==> config.mk <==
export PLATFORM = sky130hd
export DESIGN_NAME = dual_port_ram_arbiter
export DESIGN_NICKNAME = d
export VERILOG_FILES = /design/src/rtl/dual_port_ram_arbiter.sv
export SDC_FILE = /design/constraint.sdc
export NUM_CORES = 1
export LEC_CHECK = 0
export CORE_MARGIN = 2
export CORE_UTILIZATION = 43
export CTS_BUF_LIST = sky130_fd_sc_hd__clkbuf_4 sky130_fd_sc_hd__clkbuf_8 sky130_fd_sc_hd__clkbuf_16
export CTS_CLUSTER_DIAMETER = 50
export CTS_CLUSTER_SIZE = 28
export DETAILED_ROUTE_END_ITERATION = 8
export HOLD_SLACK_MARGIN = 0.06
export PLACE_DENSITY = 0.8
export SYNTH_ARGS = -nofsm -noshare
export SYNTH_HDL_FRONTEND = slang
export SYNTH_SLANG_ARGS = --single-unit
==> constraint.sdc <==
create_clock -name clockPulse -period 2.4 [get_ports clockPulse]
set_clock_uncertainty 0.2 [all_clocks]
set_input_delay 0.48 -clock clockPulse [delete_from_list [all_inputs] [get_ports clockPulse]]
set_output_delay 0.48 -clock clockPulse [all_outputs]
set_load 0.02 [all_outputs]
==> src/rtl/dual_port_ram_arbiter.sv <==
// Shares one dual-port RAM (A: read/write, B: read-only) between two clients with
// round-robin write arbitration, same-address RAW deferral and fixed-latency read return.
module dual_port_ram_arbiter #(
    parameter int ADDR_WIDTH   = 6,
    parameter int DATA_WIDTH   = 16,
    parameter int READ_LATENCY = 1
) (
    input  logic                  clockPulse,
    input  logic                  resetN,
    input  logic                  req0,
    input  logic                  we0,
    input  logic [ADDR_WIDTH-1:0] addr0,
    input  logic [DATA_WIDTH-1:0] wdata0,
    output logic                  grant0,
    output logic                  rvalid0,
    output logic [DATA_WIDTH-1:0] rdata0,
    input  logic                  req1,
    input  logic                  we1,
    input  logic [ADDR_WIDTH-1:0] addr1,
    input  logic [DATA_WIDTH-1:0] wdata1,
    output logic                  grant1,
    output logic                  rvalid1,
    output logic [DATA_WIDTH-1:0] rdata1,
    output logic                  ramWriteEnable,
    output logic [ADDR_WIDTH-1:0] ramAddrA,
    output logic [ADDR_WIDTH-1:0] ramAddrB,
    output logic [DATA_WIDTH-1:0] ramWriteData,
    input  logic [DATA_WIDTH-1:0] ramDataA,
    input  logic [DATA_WIDTH-1:0] ramDataB
);
    localparam int PIPE_W = READ_LATENCY + 1;

    logic [1:0]                  req_c, we_c;
    logic [ADDR_WIDTH-1:0]       addr_c [2];
    logic [DATA_WIDTH-1:0]       wdata_c [2];

    logic [1:0]                  grant_q, grant_d;
    logic                        rr_ptr_q, rr_ptr_d;
    logic                        ram_we_q, ram_we_d;
    logic [ADDR_WIDTH-1:0]       ram_addr_a_q, ram_addr_a_d;
    logic [ADDR_WIDTH-1:0]       ram_addr_b_q, ram_addr_b_d;
    logic [DATA_WIDTH-1:0]       ram_wdata_q, ram_wdata_d;

    logic [1:0]                  elig, issue, rd_issue, wr_issue, rd_on_b;
    logic [1:0]                  rvalid_c;
    logic [1:0][DATA_WIDTH-1:0]  rdata_c;

    assign req_c      = {req1, req0};
    assign we_c       = {we1, we0};
    assign addr_c[0]  = addr0;
    assign addr_c[1]  = addr1;
    assign wdata_c[0] = wdata0;
    assign wdata_c[1] = wdata1;

    // A client granted in the current cycle sits out the next sampling edge.
    always_comb begin : arbitrate
        elig     = req_c & ~grant_q;
        issue    = elig;
        rr_ptr_d = rr_ptr_q;
        if (&elig) begin
            if (&we_c) begin
                issue    = rr_ptr_q ? 2'b10 : 2'b01;
                rr_ptr_d = ~rr_ptr_q;
            end else if ((we_c[0] ^ we_c[1]) && (addr_c[0] == addr_c[1])) begin
                issue    = we_c;
                rr_ptr_d = we_c[0];
            end
        end
    end

    assign rd_issue = issue & ~we_c;
    assign wr_issue = issue & we_c;
    assign grant_d  = issue;

    // Port A is taken by a write if there is one; a lone read otherwise uses A.
    always_comb begin : ram_ctrl
        ram_we_d     = 1'b0;
        ram_addr_a_d = ram_addr_a_q;
        ram_addr_b_d = ram_addr_b_q;
        ram_wdata_d  = ram_wdata_q;
        rd_on_b      = 2'b00;
        if (wr_issue[0]) begin
            ram_we_d     = 1'b1;
            ram_addr_a_d = addr_c[0];
            ram_wdata_d  = wdata_c[0];
        end else if (wr_issue[1]) begin
            ram_we_d     = 1'b1;
            ram_addr_a_d = addr_c[1];
            ram_wdata_d  = wdata_c[1];
        end
        if (&rd_issue) begin
            ram_addr_a_d = addr_c[0];
            ram_addr_b_d = addr_c[1];
            rd_on_b      = 2'b10;
        end else if (rd_issue[0]) begin
            if (|wr_issue) begin
                ram_addr_b_d = addr_c[0];
                rd_on_b[0]   = 1'b1;
            end else begin
                ram_addr_a_d = addr_c[0];
            end
        end else if (rd_issue[1]) begin
            if (|wr_issue) begin
                ram_addr_b_d = addr_c[1];
                rd_on_b[1]   = 1'b1;
            end else begin
                ram_addr_a_d = addr_c[1];
            end
        end
    end

    always_ff @(posedge clockPulse or negedge resetN) begin
        if (!resetN) begin
            grant_q      <= '0;
            rr_ptr_q     <= 1'b0;
            ram_we_q     <= 1'b0;
            ram_addr_a_q <= '0;
            ram_addr_b_q <= '0;
            ram_wdata_q  <= '0;
        end else begin
            grant_q      <= grant_d;
            rr_ptr_q     <= rr_ptr_d;
            ram_we_q     <= ram_we_d;
            ram_addr_a_q <= ram_addr_a_d;
            ram_addr_b_q <= ram_addr_b_d;
            ram_wdata_q  <= ram_wdata_d;
        end
    end

    // Per-client return pipe: tracks issued reads and which port will deliver the data.
    for (genvar gi = 0; gi < 2; gi++) begin : g_return
        logic [PIPE_W-1:0]     pend_q, pend_d;
        logic [PIPE_W-1:0]     on_b_q, on_b_d;
        logic                  rvalid_q, rvalid_d;
        logic [DATA_WIDTH-1:0] rdata_q, rdata_d;

        always_comb begin
            pend_d   = {pend_q[PIPE_W-2:0], rd_issue[gi]};
            on_b_d   = {on_b_q[PIPE_W-2:0], rd_on_b[gi]};
            rvalid_d = pend_q[PIPE_W-1];
            rdata_d  = rdata_q;
            if (pend_q[PIPE_W-1]) begin
                rdata_d = on_b_q[PIPE_W-1] ? ramDataB : ramDataA;
            end
        end

        always_ff @(posedge clockPulse or negedge resetN) begin
            if (!resetN) begin
                pend_q   <= '0;
                on_b_q   <= '0;
                rvalid_q <= 1'b0;
                rdata_q  <= '0;
            end else begin
                pend_q   <= pend_d;
                on_b_q   <= on_b_d;
                rvalid_q <= rvalid_d;
                rdata_q  <= rdata_d;
            end
        end

        assign rvalid_c[gi] = rvalid_q;
        assign rdata_c[gi]  = rdata_q;
    end

    assign grant0         = grant_q[0];
    assign grant1         = grant_q[1];
    assign rvalid0        = rvalid_c[0];
    assign rvalid1        = rvalid_c[1];
    assign rdata0         = rdata_c[0];
    assign rdata1         = rdata_c[1];
    assign ramWriteEnable = ram_we_q;
    assign ramAddrA       = ram_addr_a_q;
    assign ramAddrB       = ram_addr_b_q;
    assign ramWriteData   = ram_wdata_q;
endmodule

==> results.py <==
metrics = {
    "yosys": {
        "synth_simple_gate_area_share_pct": 14.0,
        "synth_top_cells_by_area": "dfrtp_1 (52%), mux2i_1 (14%), nor2_1 (5.2%)",
        "share_of_yosys_cell_area_claimed_by_the_top_area_cell_type_pct": 51.7,
        "synthMostInstantiatedCell": "dfrtp_1",
        "yosysWarningCount": 0,
        "post_synth_fa_ha_maj_area_fraction_pct": 0.349,
        "synthesis.nets": 427,
        "syn_area_per_cell_um2": 10.4,
        "yosysSeqAreaShare_pct": 51.7,
        "synth_top_family_by_area": "compound AO/OA/AOI/OAI gates",
        "synthTopCellsByCount": "dfrtp_1 (74), nor2_1 (50), mux2i_1 (49)",
        "post_synth_inst_count": 344,
        "synth-compound-area-share_pct": 15.3,
        "synth_edf_count": 0,
        "synth-main-ff-cell": "dfrtp_1",
        "synth_xor_area_share_pct": 1.47,
        "synthMuxAreaShare_pct": 14.0,
        "synth_area_leader_cell": "dfrtp_1",
        "area_of_the_mapped_netlist_mm2": 0.00358,
        "ys_ff_latch": 74,
        "ys_types": 47,
        "postSynth.asyncResetShare_pct": 100,
    },
    "routing": {
        "drtAntennaViolNets": 0,
        "detail_route.wl_per_cell_um": 15.8,
        "vias": 3344,
        "drt_first_pass_iters": 4,
        "initialDrtViolationCount": 110,
        "drc": 0,
        "route.final.wire_length_um": 10100,
        "vias_per_cell": 5.23,
    },
    "outcome": {
        "status": "finished, final reports clean",
    },
    "flow_run": {
        "max_cap_violations": 0,
    },
    "sta": {
        "finalWorstPathRequiredPeriod_ns": 2.23,
        "worst_pin_slew_ns": 0.549,
        "grt_setup_unrepaired": "false",
        "finalHoldViolCount": 0,
        "fin_setup_tns_ns": 0,
        "setup-violations-final": 0,
        "final-max-slew-violation-count": 0,
        "maximum_achievable_frequency_mhz": 449,
        "max-slew-margin-rel_pct": 63.1,
        "period_share_pct": 92.8,
    },
    "setup_path": {
        "worst_ep_arrival_time_ns": 2.24,
        "timing.critical_path.cells": "clkdlybuf4s50_1, nor2b_1, o21ai_0, buf_4, buf_4, or3_2, o22ai_1, a211oi_2",
        "worst_path_largest_cell_delay_ns": 0.51,
        "critical_path.most_common_cell": "buf_4",
        "critical-path-slowest-cell": "clkdlybuf4s50_1",
        "worst-setup-path-type": "in -> reg",
        "worst_ep_required_time_ns": 2.41,
        "worst_path_dominant_cell_family": "buffers and inverters",
        "worstSetupPathDepth": 8,
        "startpoint_type": "input port",
        "worst-path-buf-inv": 3,
        "setup.worst_path.end_class": "flop",
        "timing.reg2reg.worst_path_depth": 7,
        "timing.critical_path.fanout_max": 7,
    },
    "floorplanning": {
        "pin_count": 147,
        "die_height_um": 95.3,
        "die_w_um": 95.3,
        "num_rows": 33,
        "dieArea_mm2": 0.00908,
        "core_area_mm2": 0.00813,
        "initial_standard_cell_utilization_of_the_core_pct": 44.1,
    },
    "finish": {
        "instances_no_fill": 639,
        "fillerInstances": 579,
        "flow.area_growth_from_synthesis_pct": 62.3,
        "drive_above_1_share_pct": 18.7,
        "utilization_pct": 71.5,
        "antennaDiodeCount": 0,
        "layout.nets": 613,
    },
    "placement": {
        "place.port_buffers": 146,
        "hpwl_um": 7500,
        "place_congestion": 0.846,
        "place_inst": 623,
    },
    "clocking": {
        "tritoncts_clock_tree": "built",
        "buffers_inserted_during_post_cts_setup_optimization": 0,
        "clkTransAtPathRegs_ns": 0.08,
        "clock_insertion_delay_worst_skew_ns": 0.33,
        "cts_num_sinks": 74,
        "tritoncts.num_buffers": 9,
        "cts.path.max_buffers": 2,
        "cts.root.buffer_cell": "clkbuf_8",
        "h-tree-depth": 3,
    },
    "global_routing": {
        "antenna_found_initial": 0,
        "grt_overflow_total": 0,
        "grt_max_degree": 45,
        "grt_util_all_layers_pct": 22.0,
        "grt_pass1_vias": 3337,
        "grt_first_pass_wirelength_um": 15500,
    },
    "power": {
        "switching_share_pct": 31.2,
        "power.density_mw_per_mm2": 704,
        "irDropWorstVdd_v": 0.000421,
        "power_leakage_nw": 2.50,
        "totalPowerFinal_w": 0.00409,
        "power.internal_w": 0.00282,
        "portion_of_total_power_attributed_to_the_clock_network_pct": 26.7,
        "combPwrFrac_pct": 33.9,
        "power_frac_seq_pct": 39.3,
        "netSwitchingPower_w": 0.00128,
    },
    "min_path": {
        "worstHoldPathCells": 0,
        "tightest_hold_check_type": "reg -> reg",
    },
}
[per-stage QoR]
| stage | hold slack [ns] | setup slack [ns] | instance area, µm² |
|---|---|---|---|
| after floorplan | -0.0156 | 0.116 | 3580 |
| after detailed placement | 0.136 | -0.532 | 5450 |
| after CTS | 0.148 | -0.0143 | 5710 |
| after global routing | 0.152 | 0.0388 | 5820 |
| final | 0.145 | 0.173 | 5820 |
| after global placement | 0.131 | -0.436 | 5450 |
[timing repair]
action                                  CTS  global route
endpoints found under the setup margin   13            18
hold buffers                              1             0
hold endpoints to repair                 30             0
gates resized for setup                   6            29
pin swaps                                 2             9
[cells by family after synthesis]
kind of cell    after synthesis
simple gates                101
compound gates               88
flops                        74
mux                          50
buf+inv                      24
xor+xnor                      6
fa+ha+maj                     1
[layer usage]
| layer | GRT usage [%] | up-vias | routed length [µm] |
|---|---|---|---|
| li1 | - | 1602 | - |
| met1 | 27.9 | 1613 | 4350 |
| met2 | 38.6 | 125 | 5080 |
| met3 | 4.74 | 4 | 623 |
| met4 | 4.59 | 0 | 58 |
| met5 | 0 | - | 0 |
[placed cells by master (no fill, tap or decap), drive strengths merged, types with 2 or more instances in the layout]
cell,count
a211oi,7
a21oi,32
a22oi,6
a31oi,2
buf,50
bufinv,2
clkbuf,11
clkdlybuf4s50,137
clkinv,2
dfrtp,74
dlymetal6s2s,8
inv,3
mux2i,49
nand2,19
nand2b,2
nand3,2
nor2,50
nor3,10
nor4,3
o21ai,24
o22ai,6
o31ai,5
or3,7
xnor2,3
xor2,3
[state kept, by name (all words and copies together), names as in the netlist]
name             cells
rr_ptr_q             1
rdata0              16
rvalid0              1
ramWriteEnable       1
ramAddrA             6
rdata1              16
g_return.pend_q      4
rvalid1              1
ramWriteData        16
g_return.on_b_q      4
grant_q              2
ramAddrB             6
[worst paths after layout]
path	startpoint	slack, ns	to
hold reg to reg	g_return[1].pend_q[0]	0.14	g_return[1].pend_q[1]
hold / removal	g_return[1].pend_q[0]	0.14	g_return[1].pend_q[1]
min in group asynchronous	resetN	0.43	ramWriteData[9]
setup reg to reg	grant_q[0]	0.45	ramAddrB[3]
setup / recovery	req0	0.17	ramAddrB[3]
max in group asynchronous	resetN	0.99	ramAddrA[5]
[power groups by stage]
stage               logic [W]  clock network, W  registers (W)
finish                0.00139           0.00109        0.00161
global route          0.00149           0.00119        0.00163
CTS                   0.00137           0.00112        0.00160
detailed placement    0.00136                 0        0.00161
global placement      0.00133                 0        0.00161
floorplan            0.000349                 0        0.00186
[area by class of cell]
cell class              count  area (µm²)  area share [%]
clock inverters             4        73.8            1.27
flip-flops and latches     74        1850            31.8
multi-input cells         246        1720            29.6
well taps                 105         131            2.26
clock buffers              11         151            2.60
repair buffers            196        1870            32.2
inverters                   3        11.3           0.194
No activity file was read; power rests on OpenSTA's default activity.
